`src/rtl/wb_pkg.sv`:
```
// wb_pkg: shared Wishbone widths and arbiter state encoding
package wb_pkg;
  localparam int WB_ADR_W = 32;
  localparam int WB_DAT_W = 32;
  localparam int WB_SEL_W = 4;
  typedef enum logic [1:0] {ARB_IDLE, ARB_GNT0, ARB_GNT1, ARB_ABORT} arb_state_t;
endpackage

```
`src/rtl/wb_arbiter_if.sv`:
```
// wb_arbiter_if: Wishbone classic bus bundle with master/slave views
interface wb_arbiter_if import wb_pkg::*; ();
  logic                cyc;
  logic                stb;
  logic                we;
  logic [WB_SEL_W-1:0] sel;
  logic [WB_ADR_W-1:0] adr;
  logic [WB_DAT_W-1:0] dat_w;
  logic [WB_DAT_W-1:0] dat_r;
  logic                ack;
  logic                err;
  modport master (output cyc, stb, we, sel, adr, dat_w, input dat_r, ack, err);
  modport slave (input cyc, stb, we, sel, adr, dat_w, output dat_r, ack, err);
endinterface

```
`src/rtl/wb_watchdog.sv`:
```
// wb_watchdog: counts stalled strobe cycles and flags expiry on the last allowed one
module wb_watchdog #(
  parameter int TIMEOUT_CYCLES = 255,
  parameter int TO_WIDTH = 8
) (
  input  logic clk,
  input  logic rst,
  input  logic clr,
  input  logic inc,
  output logic expire
);
  logic [TO_WIDTH-1:0] cnt;
  assign expire = inc && cnt == TO_WIDTH'(TIMEOUT_CYCLES - 1);
  always_ff @(posedge clk)
    cnt <= (rst || clr) ? '0 : inc ? cnt + TO_WIDTH'(1) : cnt;
endmodule

```
`src/rtl/wb_arbiter.sv`:
```
// wb_arbiter: two-master round-robin Wishbone arbiter with bus-timeout abort
module wb_arbiter import wb_pkg::*; #(
  parameter int TIMEOUT_CYCLES = 255,
  parameter int TO_WIDTH = 8
) (
  input  logic         clk,
  input  logic         rst,
  wb_arbiter_if.slave  m0,
  wb_arbiter_if.slave  m1,
  wb_arbiter_if.master wb,
  output logic [1:0]   gnt
);
  arb_state_t state;
  logic last_gnt, granted, sel1, cyc_x, stb_x, ack_ok, inc, expire, last_cyc;
  assign granted = state == ARB_GNT0 || state == ARB_GNT1;
  assign sel1 = state == ARB_GNT1;
  assign cyc_x = granted && (sel1 ? m1.cyc : m0.cyc);
  assign stb_x = cyc_x && (sel1 ? m1.stb : m0.stb);
  assign ack_ok = stb_x && wb.ack;
  assign inc = stb_x && !wb.ack;
  assign last_cyc = last_gnt ? m1.cyc : m0.cyc;
  always_comb begin
    wb.cyc = cyc_x;
    wb.stb = stb_x;
    wb.we = cyc_x && (sel1 ? m1.we : m0.we);
    wb.sel = cyc_x ? (sel1 ? m1.sel : m0.sel) : '0;
    wb.adr = cyc_x ? (sel1 ? m1.adr : m0.adr) : '0;
    wb.dat_w = cyc_x ? (sel1 ? m1.dat_w : m0.dat_w) : '0;
    m0.dat_r = wb.dat_r;
    m1.dat_r = wb.dat_r;
    m0.ack = ack_ok && !sel1;
    m1.ack = ack_ok && sel1;
    m0.err = expire && !sel1;
    m1.err = expire && sel1;
  end
  wb_watchdog #(.TIMEOUT_CYCLES(TIMEOUT_CYCLES), .TO_WIDTH(TO_WIDTH)) u_wd (
    .clk(clk), .rst(rst), .clr(!inc || expire), .inc(inc), .expire(expire)
  );
  // ABORT remembers the offending master through last_gnt, set on grant entry
  always_ff @(posedge clk) begin
    if (rst) begin
      state <= ARB_IDLE;
      last_gnt <= 1'b1;
      gnt <= 2'b00;
    end else begin
      unique case (state)
        ARB_IDLE:
          if (m0.cyc && (!m1.cyc || last_gnt)) begin
            state <= ARB_GNT0;
            last_gnt <= 1'b0;
            gnt <= 2'b01;
          end else if (m1.cyc) begin
            state <= ARB_GNT1;
            last_gnt <= 1'b1;
            gnt <= 2'b10;
          end
        ARB_GNT0, ARB_GNT1:
          if (!cyc_x) begin
            state <= ARB_IDLE;
            gnt <= 2'b00;
          end else if (expire) begin
            state <= ARB_ABORT;
            gnt <= 2'b00;
          end
        ARB_ABORT:
          if (!last_cyc) state <= ARB_IDLE;
        default: state <= ARB_IDLE;
      endcase
    end
  end
endmodule

```
`src/flat_wrapper.sv`:
```
// flat-port wrapper written by rule: the top's interface ports become plain ports
module wb_arbiter_flat import wb_pkg::*;
#(
  parameter int TIMEOUT_CYCLES = 255,
  parameter int TO_WIDTH = 8
)
  (clk, rst, gnt, m0_cyc, m0_stb, m0_we, m0_sel, m0_adr, m0_dat_w, m0_dat_r, m0_ack, m0_err, m1_cyc, m1_stb, m1_we, m1_sel, m1_adr, m1_dat_w, m1_dat_r, m1_ack, m1_err, wb_cyc, wb_stb, wb_we, wb_sel, wb_adr, wb_dat_w, wb_dat_r, wb_ack, wb_err);
  wb_arbiter_if m0_i ();
  wb_arbiter_if m1_i ();
  wb_arbiter_if wb_i ();
  input  logic clk;
  input  logic rst;
  output logic [1:0] gnt;
  input wire logic [$bits(m0_i.cyc)-1:0] m0_cyc;
  input wire logic [$bits(m0_i.stb)-1:0] m0_stb;
  input wire logic [$bits(m0_i.we)-1:0] m0_we;
  input wire logic [$bits(m0_i.sel)-1:0] m0_sel;
  input wire logic [$bits(m0_i.adr)-1:0] m0_adr;
  input wire logic [$bits(m0_i.dat_w)-1:0] m0_dat_w;
  output wire logic [$bits(m0_i.dat_r)-1:0] m0_dat_r;
  output wire logic [$bits(m0_i.ack)-1:0] m0_ack;
  output wire logic [$bits(m0_i.err)-1:0] m0_err;
  input wire logic [$bits(m1_i.cyc)-1:0] m1_cyc;
  input wire logic [$bits(m1_i.stb)-1:0] m1_stb;
  input wire logic [$bits(m1_i.we)-1:0] m1_we;
  input wire logic [$bits(m1_i.sel)-1:0] m1_sel;
  input wire logic [$bits(m1_i.adr)-1:0] m1_adr;
  input wire logic [$bits(m1_i.dat_w)-1:0] m1_dat_w;
  output wire logic [$bits(m1_i.dat_r)-1:0] m1_dat_r;
  output wire logic [$bits(m1_i.ack)-1:0] m1_ack;
  output wire logic [$bits(m1_i.err)-1:0] m1_err;
  output wire logic [$bits(wb_i.cyc)-1:0] wb_cyc;
  output wire logic [$bits(wb_i.stb)-1:0] wb_stb;
  output wire logic [$bits(wb_i.we)-1:0] wb_we;
  output wire logic [$bits(wb_i.sel)-1:0] wb_sel;
  output wire logic [$bits(wb_i.adr)-1:0] wb_adr;
  output wire logic [$bits(wb_i.dat_w)-1:0] wb_dat_w;
  input wire logic [$bits(wb_i.dat_r)-1:0] wb_dat_r;
  input wire logic [$bits(wb_i.ack)-1:0] wb_ack;
  input wire logic [$bits(wb_i.err)-1:0] wb_err;
  assign m0_i.cyc = m0_cyc;
  assign m0_i.stb = m0_stb;
  assign m0_i.we = m0_we;
  assign m0_i.sel = m0_sel;
  assign m0_i.adr = m0_adr;
  assign m0_i.dat_w = m0_dat_w;
  assign m0_dat_r = m0_i.dat_r;
  assign m0_ack = m0_i.ack;
  assign m0_err = m0_i.err;
  assign m1_i.cyc = m1_cyc;
  assign m1_i.stb = m1_stb;
  assign m1_i.we = m1_we;
  assign m1_i.sel = m1_sel;
  assign m1_i.adr = m1_adr;
  assign m1_i.dat_w = m1_dat_w;
  assign m1_dat_r = m1_i.dat_r;
  assign m1_ack = m1_i.ack;
  assign m1_err = m1_i.err;
  assign wb_cyc = wb_i.cyc;
  assign wb_stb = wb_i.stb;
  assign wb_we = wb_i.we;
  assign wb_sel = wb_i.sel;
  assign wb_adr = wb_i.adr;
  assign wb_dat_w = wb_i.dat_w;
  assign wb_i.dat_r = wb_dat_r;
  assign wb_i.ack = wb_ack;
  assign wb_i.err = wb_err;
  wb_arbiter #(.TIMEOUT_CYCLES(TIMEOUT_CYCLES), .TO_WIDTH(TO_WIDTH)) u_core (.clk(clk), .rst(rst), .m0(m0_i), .m1(m1_i), .wb(wb_i), .gnt(gnt));
endmodule
```
`config.mk`:
```
export PLATFORM = sky130hd
export DESIGN_NAME = wb_arbiter_flat
export DESIGN_NICKNAME = d
export VERILOG_FILES = /design/src/rtl/wb_pkg.sv /design/src/rtl/wb_arbiter_if.sv /design/src/rtl/wb_watchdog.sv /design/src/rtl/wb_arbiter.sv /design/src/flat_wrapper.sv
export SDC_FILE = /design/constraint.sdc
export NUM_CORES = 1
export LEC_CHECK = 0
export ABC_AREA = 1
export CAP_MARGIN = 25
export CORE_AREA = 2 2 123 125
export DETAILED_ROUTE_END_ITERATION = 8
export DIE_AREA = 0 0 125 127
export PLACE_DENSITY = 0.53
export SYNTH_ARGS = -nofsm -noshare
export SYNTH_HDL_FRONTEND = slang
export SYNTH_SLANG_ARGS = --single-unit
```
`constraint.sdc`:
```
create_clock -name clk -period 2.3 [get_ports clk]
set_input_delay 0.23 -clock clk [delete_from_list [all_inputs] [get_ports clk]]
set_output_delay 0.23 -clock clk [all_outputs]
set_load 0.05 [all_outputs]
```
==> reports/metrics.csv <==
stage;metric;value;unit
hold_path;WHS Path Cells;0;
placement;DP Cell Count;738;
cts;Max Buffers Root-to-Sink;2;
die;I/O Pins;319;
cts;TritonCTS Sinks;13;
yosys;synthesized net count;596;
yosys;average cell area after synthesis;5.439;sq um
worst_setup_path;Largest stage delay, worst path;0.32;ns
worst_setup_path;slowest CP cell;dfxtp_1;
worst_setup_path;crit path capture type;output port;
sta;minimum hold slack;0.4600;ns
placement;GPL Wtd Cong;0.8404;
worst_setup_path;startpoint types;flop;
worst_setup_path;most used cell along the critical path;buf_12;
final_layout;Antenna Diode Count;0;
worst_setup_path;crit path DAT;1.94;ns
sta;Final setup viols;0;
worst_setup_path;Worst Path Required;2.07;ns
sta;Fmax;461.5;MHz
sta;min Tclk post-route;2.167;ns
route;Routed WL per cell;13.46;um
cts;H-tree Lvls;1;
yosys;asr flop ratio synth;0;
sta;fin crit share;0.9420;
final_layout;final core utilization;0.3670;
route;drt pass-1 iters;4;
final_layout;share of post-route cells with drive strength above 1;0.2952;
yosys;top cells by area, synth;nand2_1 27%, buf_4 21%, a21oi_1 18%;
cts;TritonCTS clock tree;yes;
yosys;Synth area leader;nand2_1;
yosys;Synthesis Warnings;0;
yosys;xor/xnor share of the synthesized area;0.01563;
route;Iter 0 DRT Violations;91;
yosys;Cell Area, Synth;2241;sq um
grt;first-pass GRT wire length;14.91;mm
yosys;largest family of logic cells by synthesized area;simple AND/OR/NAND/NOR gates;
yosys;Simple-Gate Fraction of Synth Area;0.3518;
sta;Pins Over Slew Limit;0;
power;Overall Power;5.370;mW
route;Routed Antenna Nets;0;
run;Max-Cap Viols;0;
die;row count;44;
worst_setup_path;CP max FO;47;
yosys;FF+latch count, synth;13;
die;die area;15880;sq um
yosys;top_reg_cell synth;dfxtp_1;
power;leakage power;2.030;nW
cts;Clk pin slew, worst setup/hold paths;0.04;ns
grt;vias in the first global route;3061;
route;DR vias;3129;
worst_setup_path;number of cells on the worst reg-to-reg path;11;
run_status;status;finished clean;
route;# DRC;0;
grt;initial antenna violation count;0;
power;Max rail drop VDD;0.0004193;V
worst_setup_path;Worst Setup Path Type;flop to output port;
route;Detailed Route WL;10.00;mm
cts;root buffer cell;clkbuf_16;
worst_setup_path;crit path buf inv count;4;
final_layout;final design area excluding fillers;5294;sq um
sta;endpoints failing hold;0;
yosys;Post-synth EDFFs;0;
yosys;multiplexer share of the synthesized area;0;
placement;Port-buffer cells;221;
die;total core area;14420;sq um
cts;clock buffer count from CTS;3;
sta;relative slew slack;0.6743;
grt;largest net degree at the start of global routing;48;
yosys;Synth Area in Compound Gates;0.1988;
yosys;Synth top area share;0.2714;
yosys;most common cell in the synthesized netlist;nand2_1;
yosys;Synth Area in Adders;0.03350;
die;Starting Density;0.1554;
route;vias per cell;4.211;
die;Die Wd;125;um
final_layout;NumNets Final;744;
final_layout;fin cells;743;
worst_setup_path;CP Cell Sequence;inv_1, ha_2, inv_2, nand2_1, nand3_4, buf_12, a21oi_2, buf_12;
hold_path;Hold Path Class;primary input to output port;
sta;Worst-Margin Slew;0.4871;ns
yosys;post-synth cell types;25;
cts;Clock Latency Late Sink;0.24;ns
worst_setup_path;CP top delay family;buffers and inverters;
grt;gr usage total;0.1128;
worst_setup_path;critical path depth;8;
final_layout;# fillers;1499;
die;die height;127;um
grt;gr ovfl total;0;
placement;hpwl dp;8.137;mm
final_layout;area grow syn2layout;136.2;%
sta;RSZ-0062 raised after global routing;true;
yosys;Cells after Synth;412;
power;Cell Pwr Density;1014;nW/um^2
yosys;register area share after synthesis;0.1161;
yosys;Synth top cells by count;162 x nand2_1, 81 x a21oi_1, 64 x buf_4;
placement;DP Area;4936;sq um
sta;skew final;0.0003532;ns
registers in the layout, summed over array words and instances (netlist names):
name,cells
u_core.last_gnt,1
u_core.u_wd.cnt,8
u_core.state,2
u_core.gnt,2
logic make-up after synthesis:
kind of cell	Yosys count
buffers and inverters	105
adders and majority gates	6
AOI/OAI and AO/OA	89
DFF	13
xor gates and xnor gates	4
and+or+nand+nor	195
power breakdown:
part	switching [mW]	total [mW]	leakage (nW)	internal, mW
Combinational	2.77	4.76	1.89	1.99
Clock	0.0904	0.324	0.0382	0.233
Sequential	0.0266	0.289	0.106	0.263
final cells by class:
cell class	instances	area, sq um	area share
Tap cell	184	230.2	0.04349
Sequential cell	13	260.3	0.04916
Timing Repair Buffer	229	3043	0.5748
Clock buffer	4	78.83	0.01489
Inverter	19	71.32	0.01347
Multi-Input combinational cell	294	1610	0.3042
layout by cell type (no fill, tap or decap), drive strengths merged:
| cell type | synthesis | layout |
|---|---|---|
| xnor2 | 3 | 3 |
| a21oi | 81 | 81 |
| dfxtp | 13 | 13 |
| ha | 6 | 6 |
| clkbuf | 16 | 4 |
| xor2 | 1 | 1 |
| nor3 | 1 | 1 |
| nor2 | 15 | 15 |
| clkdlybuf4s50 | 0 | 146 |
| buf | 70 | 83 |
| nand4 | 3 | 3 |
| nand2 | 165 | 165 |
| inv | 19 | 19 |
| o21ai | 8 | 8 |
| nor3b | 2 | 2 |
| nand3 | 8 | 8 |
| or2 | 1 | 1 |
worst paths after layout:
path | from | end | slack [ns]
worst max-delay path | u_core.state[0]$_SDFFE_PP0P_ | wb_dat_w[16] | 0.13
worst min-delay path | wb_dat_r[8] | m1_dat_r[8] | 0.46
worst max register to register | u_core.state[0]$_SDFFE_PP0P_ | u_core.state[1]$_SDFFE_PP0P_ | 0.42
worst min register to register | u_core.u_wd.cnt[0]$_SDFFE_PP0P_ | u_core.u_wd.cnt[0]$_SDFFE_PP0P_ | 0.48
routing by layer:
metal | part of all wire | global-route usage
met1 | 0.33 | 0.1076
met2 | 0.53 | 0.2247
met3 | 0.097 | 0.03015
met4 | 0.040 | 0.05033
met5 | 0 | 0
worst reg2reg max path, cell delays in order (launching register included):
cell	delay [ns]
dfxtp_1	0.32
inv_1	0.10
ha_2	0.27
inv_2	0.08
nand2_1	0.11
nand3_4	0.13
nor2_4	0.18
nand3_1	0.17
nand2_2	0.19
nand3_1	0.10
nand2_1	0.08
nor2_1	0.04
repair_timing:
item | CTS | global route
hold buffers | 0 | 0
gates resized for setup | 0 | 72
endpoints found under the setup margin | 0 | 71
setup buffers | 0 | 1
metrics by stage:
step	setup WS [ns]	TNS [ns]
2_1_floorplan	-0.08404	-0.1681
3_3_place_gp	0.2085	0
3_5_place_dp	0.2080	0
4_1_cts	0.01743	0
5_1_grt	-0.01323	-0.02848
6_report	0.1333	0
(Power assumes the default switching activity.)
